`src/rtl/csr_file_pkg.sv`:
```
// Shared CSR definitions: addresses, field positions, writable-bit masks,
// exception codes and the masked-merge helper used by every CSR write.
package csr_file_pkg;

    // CSR addresses
    localparam logic [13:0] CSR_CRMD   = 14'h000;
    localparam logic [13:0] CSR_PRMD   = 14'h001;
    localparam logic [13:0] CSR_ECFG   = 14'h004;
    localparam logic [13:0] CSR_ESTAT  = 14'h005;
    localparam logic [13:0] CSR_ERA    = 14'h006;
    localparam logic [13:0] CSR_BADV   = 14'h007;
    localparam logic [13:0] CSR_EENTRY = 14'h00C;
    localparam logic [13:0] CSR_SAVE0  = 14'h030;
    localparam logic [13:0] CSR_SAVE1  = 14'h031;
    localparam logic [13:0] CSR_SAVE2  = 14'h032;
    localparam logic [13:0] CSR_SAVE3  = 14'h033;
    localparam logic [13:0] CSR_TID    = 14'h040;
    localparam logic [13:0] CSR_TCFG   = 14'h041;
    localparam logic [13:0] CSR_TVAL   = 14'h042;
    localparam logic [13:0] CSR_TICLR  = 14'h044;

    // CRMD / PRMD fields
    localparam int CRMD_PLV_LSB = 0;
    localparam int CRMD_PLV_MSB = 1;
    localparam int CRMD_IE      = 2;
    localparam int CRMD_DA      = 3;
    localparam int PRMD_PPLV_LSB = 0;
    localparam int PRMD_PPLV_MSB = 1;
    localparam int PRMD_PIE      = 2;

    // ESTAT fields
    localparam int ESTAT_IS_SW_LSB = 0;
    localparam int ESTAT_IS_SW_MSB = 1;
    localparam int ESTAT_IS_HW_LSB = 2;
    localparam int ESTAT_IS_HW_MSB = 9;
    localparam int ESTAT_IS_TI     = 11;
    localparam int ESTAT_IS_IPI    = 12;
    localparam int ESTAT_ECODE_LSB = 16;
    localparam int ESTAT_ECODE_MSB = 21;
    localparam int ESTAT_ESUB_LSB  = 22;
    localparam int ESTAT_ESUB_MSB  = 30;

    // TCFG fields
    localparam int TCFG_EN          = 0;
    localparam int TCFG_PERIODIC    = 1;
    localparam int TCFG_INITVAL_LSB = 2;

    // Bits that software may change through a CSR write
    localparam logic [31:0] CRMD_WRMASK   = 32'h0000_01FF;
    localparam logic [31:0] PRMD_WRMASK   = 32'h0000_0007;
    localparam logic [31:0] ECFG_WRMASK   = 32'h0000_1FFF;
    localparam logic [31:0] ESTAT_WRMASK  = 32'h0000_0003;
    localparam logic [31:0] EENTRY_WRMASK = 32'hFFFF_FFC0;
    localparam logic [31:0] FULL_WRMASK   = 32'hFFFF_FFFF;

    // CRMD comes out of reset in direct-address mode, PLV0, interrupts off
    localparam logic [31:0] CRMD_RESET = 32'h0000_0008;

    // Exception codes
    localparam logic [5:0] ECODE_INT = 6'h00;
    localparam logic [5:0] ECODE_ADE = 6'h08;
    localparam logic [5:0] ECODE_ALE = 6'h09;
    localparam logic [5:0] ECODE_SYS = 6'h0B;
    localparam logic [5:0] ECODE_BRK = 6'h0C;
    localparam logic [5:0] ECODE_INE = 6'h0D;

    // Masked write: only bits both selected by wmask and writable change
    function automatic logic [31:0] csr_merge(input logic [31:0] old_val,
                                              input logic [31:0] wdata,
                                              input logic [31:0] wmask,
                                              input logic [31:0] writable);
        logic [31:0] sel;
        sel = wmask & writable;
        return (old_val & ~sel) | (wdata & sel);
    endfunction

endpackage

```
`src/rtl/csr_file_if.sv`:
```
// Writeback-stage CSR port: WB (master) drives requests and commit events,
// the CSR file (slave) returns read data, redirect targets and interrupt flag.
interface csr_file_if;
    logic        csr_we;
    logic [13:0] csr_num;
    logic [31:0] csr_wmask;
    logic [31:0] csr_wdata;
    logic [31:0] csr_rdata;
    logic        excp_flush;
    logic        ertn_flush;
    logic [5:0]  ecode;
    logic [2:0]  esubcode;
    logic [31:0] epc;
    logic [31:0] era;
    logic [31:0] eentry;
    logic [7:0]  hard_int_in;
    logic        ipi_int_in;
    logic        has_int;

    modport master (
        output csr_we, csr_num, csr_wmask, csr_wdata,
        output excp_flush, ertn_flush, ecode, esubcode, epc,
        output hard_int_in, ipi_int_in,
        input  csr_rdata, era, eentry, has_int
    );

    modport slave (
        input  csr_we, csr_num, csr_wmask, csr_wdata,
        input  excp_flush, ertn_flush, ecode, esubcode, epc,
        input  hard_int_in, ipi_int_in,
        output csr_rdata, era, eentry, has_int
    );
endinterface

```
`src/rtl/csr_timer.sv`:
```
// Stable timer: holds TCFG and the TVAL down-counter and flags the expiry
// cycle. The sticky TI bit lives in the parent CSR file.
module csr_timer
    import csr_file_pkg::*;
#(
    parameter int TIMER_W = 32
) (
    input  logic               clk,
    input  logic               resetn,
    input  logic               i_tcfg_we,
    input  logic [31:0]        i_wdata,
    input  logic [31:0]        i_wmask,
    output logic [31:0]        o_tcfg,
    output logic [TIMER_W-1:0] o_tval,
    output logic               o_expire
);

    logic [31:0]        r_tcfg;
    logic [TIMER_W-1:0] r_tval;
    logic [31:0]        w_tcfg_new;
    logic [TIMER_W-1:0] w_load_val;
    logic [TIMER_W-1:0] w_reload_val;
    logic               w_expire;
    logic               w_halted;

    assign w_tcfg_new   = csr_merge(r_tcfg, i_wdata, i_wmask, FULL_WRMASK);
    assign w_load_val   = {w_tcfg_new[TIMER_W-1:TCFG_INITVAL_LSB], 2'b00};
    assign w_reload_val = {r_tcfg[TIMER_W-1:TCFG_INITVAL_LSB], 2'b00};
    // All-ones is the parked state of a one-shot timer that already fired
    assign w_halted     = &r_tval;
    assign w_expire     = r_tcfg[TCFG_EN] && (r_tval == '0);

    // TCFG register: fully software writable
    always_ff @(posedge clk or negedge resetn) begin
        if (!resetn) begin
            r_tcfg <= '0;
        end else if (i_tcfg_we) begin
            r_tcfg <= w_tcfg_new;
        end
    end

    // TVAL counter: a TCFG write reloads it even in the expiry cycle
    always_ff @(posedge clk or negedge resetn) begin
        if (!resetn) begin
            r_tval <= '0;
        end else if (i_tcfg_we) begin
            r_tval <= w_load_val;
        end else if (w_expire) begin
            r_tval <= r_tcfg[TCFG_PERIODIC] ? w_reload_val : '1;
        end else if (r_tcfg[TCFG_EN] && !w_halted) begin
            r_tval <= r_tval - TIMER_W'(1);
        end
    end

    assign o_tcfg   = r_tcfg;
    assign o_tval   = r_tval;
    assign o_expire = w_expire;

endmodule

```
`src/rtl/csr_file.sv`:
```
// LoongArch CSR file: responder of the WB CSR port. Handles masked CSR
// writes, exception/ertn commit updates, interrupt sampling and the timer.
module csr_file
    import csr_file_pkg::*;
#(
    parameter logic [31:0] TID_INIT = 32'h0,
    parameter int          TIMER_W  = 32
) (
    input  logic       clk,
    input  logic       resetn,
    csr_file_if.slave  csr
);

    logic [31:0]        r_crmd;
    logic [31:0]        r_prmd;
    logic [31:0]        r_ecfg;
    logic [31:0]        r_estat;
    logic [31:0]        r_era;
    logic [31:0]        r_badv;
    logic [31:0]        r_eentry;
    logic [31:0]        r_save [4];
    logic [31:0]        r_tid;

    logic               w_wr;
    logic               w_ticlr;
    logic               w_tcfg_we;
    logic               w_timer_expire;
    logic [31:0]        w_tcfg;
    logic [TIMER_W-1:0] w_tval;
    logic [31:0]        w_rdata;

    // A committing exception or ertn swallows any CSR write in the same cycle
    assign w_wr      = csr.csr_we && !csr.excp_flush && !csr.ertn_flush;
    assign w_tcfg_we = w_wr && (csr.csr_num == CSR_TCFG);
    assign w_ticlr   = w_wr && (csr.csr_num == CSR_TICLR)
                       && csr.csr_wdata[0] && csr.csr_wmask[0];

    csr_timer #(
        .TIMER_W (TIMER_W)
    ) u_timer (
        .clk       (clk),
        .resetn    (resetn),
        .i_tcfg_we (w_tcfg_we),
        .i_wdata   (csr.csr_wdata),
        .i_wmask   (csr.csr_wmask),
        .o_tcfg    (w_tcfg),
        .o_tval    (w_tval),
        .o_expire  (w_timer_expire)
    );

    // CRMD: exception drops to PLV0 with IE off, ertn restores from PRMD
    always_ff @(posedge clk or negedge resetn) begin
        if (!resetn) begin
            r_crmd <= CRMD_RESET;
        end else if (csr.excp_flush) begin
            r_crmd[CRMD_PLV_MSB:CRMD_PLV_LSB] <= 2'b00;
            r_crmd[CRMD_IE]                   <= 1'b0;
        end else if (csr.ertn_flush) begin
            r_crmd[CRMD_PLV_MSB:CRMD_PLV_LSB] <= r_prmd[PRMD_PPLV_MSB:PRMD_PPLV_LSB];
            r_crmd[CRMD_IE]                   <= r_prmd[PRMD_PIE];
        end else if (w_wr && csr.csr_num == CSR_CRMD) begin
            r_crmd <= csr_merge(r_crmd, csr.csr_wdata, csr.csr_wmask, CRMD_WRMASK);
        end
    end

    // PRMD: exception saves the current privilege level and IE
    always_ff @(posedge clk or negedge resetn) begin
        if (!resetn) begin
            r_prmd <= '0;
        end else if (csr.excp_flush) begin
            r_prmd[PRMD_PPLV_MSB:PRMD_PPLV_LSB] <= r_crmd[CRMD_PLV_MSB:CRMD_PLV_LSB];
            r_prmd[PRMD_PIE]                    <= r_crmd[CRMD_IE];
        end else if (w_wr && csr.csr_num == CSR_PRMD) begin
            r_prmd <= csr_merge(r_prmd, csr.csr_wdata, csr.csr_wmask, PRMD_WRMASK);
        end
    end

    // ECFG: local interrupt enables
    always_ff @(posedge clk or negedge resetn) begin
        if (!resetn) begin
            r_ecfg <= '0;
        end else if (w_wr && csr.csr_num == CSR_ECFG) begin
            r_ecfg <= csr_merge(r_ecfg, csr.csr_wdata, csr.csr_wmask, ECFG_WRMASK);
        end
    end

    // ESTAT: sampled interrupt lines, sticky TI, exception cause, software IS
    always_ff @(posedge clk or negedge resetn) begin
        if (!resetn) begin
            r_estat <= '0;
        end else begin
            r_estat[ESTAT_IS_HW_MSB:ESTAT_IS_HW_LSB] <= csr.hard_int_in;
            r_estat[ESTAT_IS_IPI]                    <= csr.ipi_int_in;
            // Expiry beats a TICLR landing in the same cycle
            if (w_timer_expire) begin
                r_estat[ESTAT_IS_TI] <= 1'b1;
            end else if (w_ticlr) begin
                r_estat[ESTAT_IS_TI] <= 1'b0;
            end
            if (csr.excp_flush) begin
                r_estat[ESTAT_ECODE_MSB:ESTAT_ECODE_LSB] <= csr.ecode;
                r_estat[ESTAT_ESUB_MSB:ESTAT_ESUB_LSB]   <= {6'b0, csr.esubcode};
            end else if (w_wr && csr.csr_num == CSR_ESTAT) begin
                r_estat[ESTAT_IS_SW_MSB:ESTAT_IS_SW_LSB] <=
                    csr.csr_wdata[ESTAT_IS_SW_MSB:ESTAT_IS_SW_LSB] &
                    csr.csr_wmask[ESTAT_IS_SW_MSB:ESTAT_IS_SW_LSB] |
                    r_estat[ESTAT_IS_SW_MSB:ESTAT_IS_SW_LSB] &
                    ~csr.csr_wmask[ESTAT_IS_SW_MSB:ESTAT_IS_SW_LSB];
            end
        end
    end

    // ERA: captures the faulting PC on exception
    always_ff @(posedge clk or negedge resetn) begin
        if (!resetn) begin
            r_era <= '0;
        end else if (csr.excp_flush) begin
            r_era <= csr.epc;
        end else if (w_wr && csr.csr_num == CSR_ERA) begin
            r_era <= csr_merge(r_era, csr.csr_wdata, csr.csr_wmask, FULL_WRMASK);
        end
    end

    // BADV and TID: plain software-written registers
    always_ff @(posedge clk or negedge resetn) begin
        if (!resetn) begin
            r_badv <= '0;
            r_tid  <= TID_INIT;
        end else if (w_wr) begin
            if (csr.csr_num == CSR_BADV) begin
                r_badv <= csr_merge(r_badv, csr.csr_wdata, csr.csr_wmask, FULL_WRMASK);
            end
            if (csr.csr_num == CSR_TID) begin
                r_tid <= csr_merge(r_tid, csr.csr_wdata, csr.csr_wmask, FULL_WRMASK);
            end
        end
    end

    // EENTRY: handler base, kept 64-byte aligned
    always_ff @(posedge clk or negedge resetn) begin
        if (!resetn) begin
            r_eentry <= '0;
        end else if (w_wr && csr.csr_num == CSR_EENTRY) begin
            r_eentry <= csr_merge(r_eentry, csr.csr_wdata, csr.csr_wmask, EENTRY_WRMASK);
        end
    end

    // SAVE0-3: scratch registers, low two address bits pick the slot
    always_ff @(posedge clk or negedge resetn) begin
        if (!resetn) begin
            for (int i = 0; i < 4; i++) begin
                r_save[i] <= '0;
            end
        end else if (w_wr && csr.csr_num[13:2] == CSR_SAVE0[13:2]) begin
            r_save[csr.csr_num[1:0]] <= csr_merge(r_save[csr.csr_num[1:0]],
                                                  csr.csr_wdata, csr.csr_wmask,
                                                  FULL_WRMASK);
        end
    end

    // Read mux: current register state, unimplemented addresses read zero
    always_comb begin
        w_rdata = '0;
        case (csr.csr_num)
            CSR_CRMD:   w_rdata = r_crmd;
            CSR_PRMD:   w_rdata = r_prmd;
            CSR_ECFG:   w_rdata = r_ecfg;
            CSR_ESTAT:  w_rdata = r_estat;
            CSR_ERA:    w_rdata = r_era;
            CSR_BADV:   w_rdata = r_badv;
            CSR_EENTRY: w_rdata = r_eentry;
            CSR_SAVE0:  w_rdata = r_save[0];
            CSR_SAVE1:  w_rdata = r_save[1];
            CSR_SAVE2:  w_rdata = r_save[2];
            CSR_SAVE3:  w_rdata = r_save[3];
            CSR_TID:    w_rdata = r_tid;
            CSR_TCFG:   w_rdata = w_tcfg;
            CSR_TVAL:   w_rdata = 32'(w_tval);
            default:    w_rdata = '0;
        endcase
    end

    assign csr.csr_rdata = w_rdata;
    assign csr.era       = r_era;
    assign csr.eentry    = r_eentry;
    assign csr.has_int   = r_crmd[CRMD_IE] && (|(r_estat[12:0] & r_ecfg[12:0]));

endmodule

```
`src/flat_wrapper.sv`:
```
// flat-port wrapper written by rule: the top's interface ports become plain ports
module csr_file_flat import csr_file_pkg::*;
#(
    parameter logic [31:0] TID_INIT = 32'h0,
    parameter int          TIMER_W  = 32
)
  (clk, resetn, csr_csr_we, csr_csr_num, csr_csr_wmask, csr_csr_wdata, csr_excp_flush, csr_ertn_flush, csr_ecode, csr_esubcode, csr_epc, csr_hard_int_in, csr_ipi_int_in, csr_csr_rdata, csr_era, csr_eentry, csr_has_int);
  csr_file_if csr_i ();
  input  logic clk;
  input  logic resetn;
  input wire logic [$bits(csr_i.csr_we)-1:0] csr_csr_we;
  input wire logic [$bits(csr_i.csr_num)-1:0] csr_csr_num;
  input wire logic [$bits(csr_i.csr_wmask)-1:0] csr_csr_wmask;
  input wire logic [$bits(csr_i.csr_wdata)-1:0] csr_csr_wdata;
  input wire logic [$bits(csr_i.excp_flush)-1:0] csr_excp_flush;
  input wire logic [$bits(csr_i.ertn_flush)-1:0] csr_ertn_flush;
  input wire logic [$bits(csr_i.ecode)-1:0] csr_ecode;
  input wire logic [$bits(csr_i.esubcode)-1:0] csr_esubcode;
  input wire logic [$bits(csr_i.epc)-1:0] csr_epc;
  input wire logic [$bits(csr_i.hard_int_in)-1:0] csr_hard_int_in;
  input wire logic [$bits(csr_i.ipi_int_in)-1:0] csr_ipi_int_in;
  output wire logic [$bits(csr_i.csr_rdata)-1:0] csr_csr_rdata;
  output wire logic [$bits(csr_i.era)-1:0] csr_era;
  output wire logic [$bits(csr_i.eentry)-1:0] csr_eentry;
  output wire logic [$bits(csr_i.has_int)-1:0] csr_has_int;
  assign csr_i.csr_we = csr_csr_we;
  assign csr_i.csr_num = csr_csr_num;
  assign csr_i.csr_wmask = csr_csr_wmask;
  assign csr_i.csr_wdata = csr_csr_wdata;
  assign csr_i.excp_flush = csr_excp_flush;
  assign csr_i.ertn_flush = csr_ertn_flush;
  assign csr_i.ecode = csr_ecode;
  assign csr_i.esubcode = csr_esubcode;
  assign csr_i.epc = csr_epc;
  assign csr_i.hard_int_in = csr_hard_int_in;
  assign csr_i.ipi_int_in = csr_ipi_int_in;
  assign csr_csr_rdata = csr_i.csr_rdata;
  assign csr_era = csr_i.era;
  assign csr_eentry = csr_i.eentry;
  assign csr_has_int = csr_i.has_int;
  csr_file #(.TID_INIT(TID_INIT), .TIMER_W(TIMER_W)) u_core (.clk(clk), .resetn(resetn), .csr(csr_i));
endmodule
```
`config.mk`:
```
export PLATFORM = sky130hd
export DESIGN_NAME = csr_file_flat
export DESIGN_NICKNAME = d
export VERILOG_FILES = /design/src/rtl/csr_file_pkg.sv /design/src/rtl/csr_file_if.sv /design/src/rtl/csr_timer.sv /design/src/rtl/csr_file.sv /design/src/flat_wrapper.sv
export SDC_FILE = /design/constraint.sdc
export NUM_CORES = 1
export LEC_CHECK = 0
export CAP_MARGIN = 20
export CORE_AREA = 2 2 260 262
export DETAILED_ROUTE_END_ITERATION = 10
export DIE_AREA = 0 0 262 264
export SYNTH_ARGS = -nofsm -noshare
export SYNTH_HDL_FRONTEND = slang
export SYNTH_HIERARCHICAL = 1
export SYNTH_SLANG_ARGS = --single-unit
```
`constraint.sdc`:
```
create_clock -name clk -period 5.8 [get_ports clk]
set_input_delay 1.16 -clock clk [delete_from_list [all_inputs] [get_ports clk]]
set_output_delay 1.16 -clock clk [all_outputs]
set_load 0.02 [all_outputs]
```
# After elaboration in Yosys (flattened, before gate mapping)

Cells that the tools add are included.

Multipliers: 0
Order comparisons: 2
Equal/unequal tests: 15
Add/subtract/negate cells: 1
Reductions and logical operators: 34
Multiplexer cells: 20
Bitwise operators: 36
Shift-type cells: 0
Divide/modulo/power cells: 0

Operator list:

| kind                  | count |
|---|---|
| $pmux 32 s14          | 1 |
| $and 32x32->32        | 11 |
| $mux 32               | 9 |
| $or 32x32->32         | 9 |
| $bwmux 128            | 1 |
| $bmux 32 s2           | 1 |
| $demux 32 s2          | 1 |
| $not 32->32           | 2 |
| $eq 14x3->1 const B   | 4 |
| $eq 14x6->1 const B   | 4 |
| $eq 14x7->1 const B   | 4 |
| $and 32x13->32        | 1 |
| $and 32x3->32         | 1 |
| $and 32x9->32         | 1 |
| $logic_not 32->1      | 1 |
| $not 13->32           | 1 |
| $not 3->32            | 1 |
| $not 9->32            | 1 |
| $reduce_and 32->1     | 1 |
| $sub 32x1->32 const B | 1 |
| $logic_and 1x1->1     | 17 |
| $mux 3                | 5 |
| $eq 14x1->1 const B   | 1 |
| $eq 14x4->1 const B   | 1 |
| 17 further kinds      | 28 |

ROM bits: 0
Logic and storage cells: 128
Bits in writable memories: 0
Bits in registers: 437
Output and inout bits: 97
Memories: 0
Input bits: 133
Latch bits: 0

# Logic depth before layout (Yosys ltp)

Depth after elaboration: 8
Gate-level depth with buffers: 12
Depth with buffers taken out: 8

# Hierarchy

Netlist, hierarchy kept.

By module, submodules not included:

| module    | sequential area each (µm²) | cells each | area each (µm²) | instances |
|---|---|---|---|---|
| csr_file  | 7408.4                     | 1513       | 15648.8         | 1 |
| csr_timer | 1601.5                     | 437        | 4028.9          | 1 |

# Least setup slack after synthesis

OpenSTA, ideal clock, no wires.

Path type: input-to-output
Start point: in csr_csr_num[5]
End point: out csr_csr_rdata[26]
Arrival: 2920 ps
Slack: 1720 ps
Required time: 4640 ps
Stages: 8
Path buffers: 4
Cell sequence: buf_4 or4_1 buf_2 nor4_1 buf_2 buf_4 nand2_1 o2111ai_1

Word-level cells in the longest chain between the ends: 2
Elaborated cells between the ends (all ways): 15
Classes of those cells: eq/ne: 13; mux: 1; reduce/logical: 1

RTL lines:

| what                                | RTL line           | text |
|---|---|---|
| from (decl)                         | flat_wrapper.sv:12 | `input wire logic [$bits(csr_i.csr_num)-1:0] csr_csr_num;` |
| $eq 14x7->1 (tied with other cells) | csr_file.sv:164    | `case (csr.csr_num)` |
| $pmux 32 s14 (*)                    | csr_file.sv:164    |  |
| to (decl)                           | flat_wrapper.sv:22 | `output wire logic [$bits(csr_i.csr_rdata)-1:0] csr_csr_rdata;` |

Every way passes the cells marked *; elsewhere a longest branch is shown, timed or not.

# Worst setup path in the final report

Start point: in csr_csr_num[5]
End point: out csr_csr_rdata[27]

Same word-level chain as after synthesis.

==> results.md <==
- Status: finished with violations
- Violated checks: design-rule violations
- Max-cap violation count: 0
- Port Buf Inserts: approximately 220
- Final worst-path cycle share: roughly 96%
- Core ar.: about 67000 sq um
- Post-layout min period: 5.552 ns
- Most frequent cell after synthesis: dfrtp_1
- Vias in the first global route: about 18000
- CP Data Required Time: 4.64 ns
- Pwr Total: 6.050 mW
- H-Tree Depth: 2
- Vias: 17600
- Setup crit end kind: output port
- Max rail drop VDD: roughly 0.00020 V
- Syn Area/Cell: around 10 sq um
- Std cell rows: between 90 and 100
- Root Driver: clkbuf_16
- Global-route wire length before repair: 121900 um
- Hold Path Class: flip-flop to flip-flop
- DR DRC count: 2
- Max-slew violation count: 0
- P_leak: approximately 11 nW
- Pwr per Cell Area: around 240 nW/um^2
- Crit Path Category: input port to output port
- Worst hold path depth: 1
- Worst R2R Path Depth: 8
- Latest clock arrival within the worst-skew pair: ~0.59 ns
- Critical path startpoint category: input port
- Finished Layout Cells: slightly above 3000
- Iter 0 DRT Violations: 2240
- CTS Hold Buffers Added: 0
- Primary FF master, synth: dfrtp_1
- Die H: between 200 and 300 um
- Layout cell share with drive strength beyond 1: between 10% and 20%
- Num ports: 230
- Count of warnings emitted by yosys: 16
- Post-CTS resize count: 0
- Clk pin slew, worst setup/hold paths: ~0.060 ns
- Initial Util: 29.56%
- CP max FO: 11
- Die width: about 260 um
- Initial antenna violation count: 1
- Worst Clk Skew: between 0.015 and 0.02 ns
- Setup TNS: 0 ns
- R2r setup slk: 2.36 ns
- Reg-to-reg startpoint: u_core/u_timer/o_tval[0]
- RSZ-0062 raised after global routing: false
- Top post-synthesis cells by area: dfrtp_1 (46%), mux2_2 (7.0%), mux2i_1 (6.0%), nand2_1 (4.6%), a21oi_1 (4.2%)
- Layout Nets: between 2000 and 2500
- Antenna viol nets, final: 0
- Critical path arrival: ~4.4 ns
- Commonest cells in the netlist: dfrtp_1 (359), nand2_1 (242), nor2_1 (180)
- R2r endpoint: u_core/u_timer/o_tval[21]
- Hpwl dp: approximately 60000 um
- Die ar.: 69170 sq um
- Vias per inst: ~5.7
- Placed instance count: 3002
- # setup viols final: 0
- All-layer global routing usage: about a quarter
- Filler Cells Inserted: roughly 6500
- Post-CTS Setup Bufs: 0
- Synthesized flop and latch total: 360
- Multi-input gate area: roughly 10000 sq um
- Synth cell types: between 80 and 90
- CTS sink cnt: 360
- TritonRoute pass-1 iters: 11
- Routability cong.: 0.9429
- Seq/Total Area, Yosys: ~46%
- Mapped cell area: 19680 sq um
- Global route overflow: 0
- CTS tree: yes
- Top cell type's share of synthesized area: 45.65%
- Number of flops mapped to enable cells by yosys: 0
- TritonCTS Buffers: 43
- Pin count of the biggest net entering global routing: 129
- Async set-reset flop share out of synthesis: 100.0%
- Area grow syn2layout: 25.68%
- CTS Buffer Depth: 3
- Slew HR: between 20% and 30%
- Synthesized instance count: ~2000
- Worst Tran Pin Value: between 1 and 1.5 ns
- Wirelength per Cell: 26.97 um
- Hold violation count in the final report: 0
- WL final: ~83000 um
- Max Fclk: between 0.15 and 0.2 GHz
- Reg area: between 9000 and 10000 sq um
- Cell taking the most area after synthesis: dfrtp_1
==> per-stage QoR <==
| stage | setup slack, ns | utilization [%] | instance area, sq um | hold WS [ns] |
|---|---|---|---|---|
| global placement | 0.3870 | 34.84 | 23190 | 0.4733 |
| detailed placement | 0.3117 | 34.86 | 23200 | 0.4832 |
| floorplan | 1.720 | - | 19700 | 0.4585 |
| CTS | 0.3117 | 37.15 | 24730 | 0.4988 |
| finish | 0.2480 | 37.15 | 24730 | 0.4966 |
| global route | 0.2008 | 37.15 | 24730 | 0.5145 |
==> cell usage in the layout, fill, tap and decap left out, types with 32 or more instances in the layout <==
cell,n
dfrtp_1,359
clkbuf_16,45
nand2_1,242
nand3_1,60
buf_4,86
o21ai_1,32
clkdlybuf4s50_1,210
a21oi_1,165
a22oi_1,63
mux2_2,123
o21ai_0,41
nor2_1,179
mux2i_1,118
==> how the worst max path moves through the flow <==
stage | startpoint | end | slack, ns | cells after the start
CTS | csr_csr_num[5] | csr_csr_rdata[27] | 0.31 | 8
finish | csr_csr_num[5] | csr_csr_rdata[27] | 0.25 | 8
floorplan | csr_csr_num[5] | csr_csr_rdata[26] | 1.72 | 8
detailed placement | csr_csr_num[5] | csr_csr_rdata[27] | 0.31 | 8
global placement | csr_csr_num[3] | csr_csr_rdata[10] | 0.39 | 8
global route | csr_csr_num[5] | csr_csr_rdata[12] | 0.20 | 8
==> cell families after synthesis <==
| family | synth area share (%) |
|---|---|
| simple gates | 15.84 |
| compound gates | 15.79 |
| flops | 45.79 |
| mux | 18.40 |
| buf+inv | 3.586 |
| xor+xnor | 0.4451 |
| fa+ha+maj | 0.1271 |
| other cells | 0.01906 |
==> per-layer routing <==
| metal | up-vias | part of all wire, % | global-route usage [%] |
|---|---|---|---|
| li1 | 7685 | - | - |
| met1 | 8837 | 41 | 32.06 |
| met2 | 880 | 46 | 37.20 |
| met3 | 198 | 8.3 | 4.941 |
| met4 | 2 | 4.4 | 9.421 |
| met5 | - | 0.012 | 0 |
==> critical path, stage by stage <==
cell and delay (ns):
clkdlybuf4s50_1 0.76, and4bb_1 0.56, and2_0 0.21, and2_1 0.56, buf_4 0.26, a222oi_1 0.10
nand3_1 0.14, clkdlybuf4s50_1 0.62
==> report_power, final <==
part           internal, mW  switching (mW)
sequential             2.55          0.0438
combinational         0.198           0.319
clock                  1.80            1.15
total                  4.54            1.51
==> area by class of cell <==
class	count	share of cell area [%]
multi-input cells	1443	40.60
inverters	17	0.2580
flip-flops and latches	360	36.43
clock inverters	20	1.209
clock buffers	58	4.953
well taps	873	4.417
diodes	1	0.01012
repair buffers	309	12.12
Power figures use the tool's default switching activity.
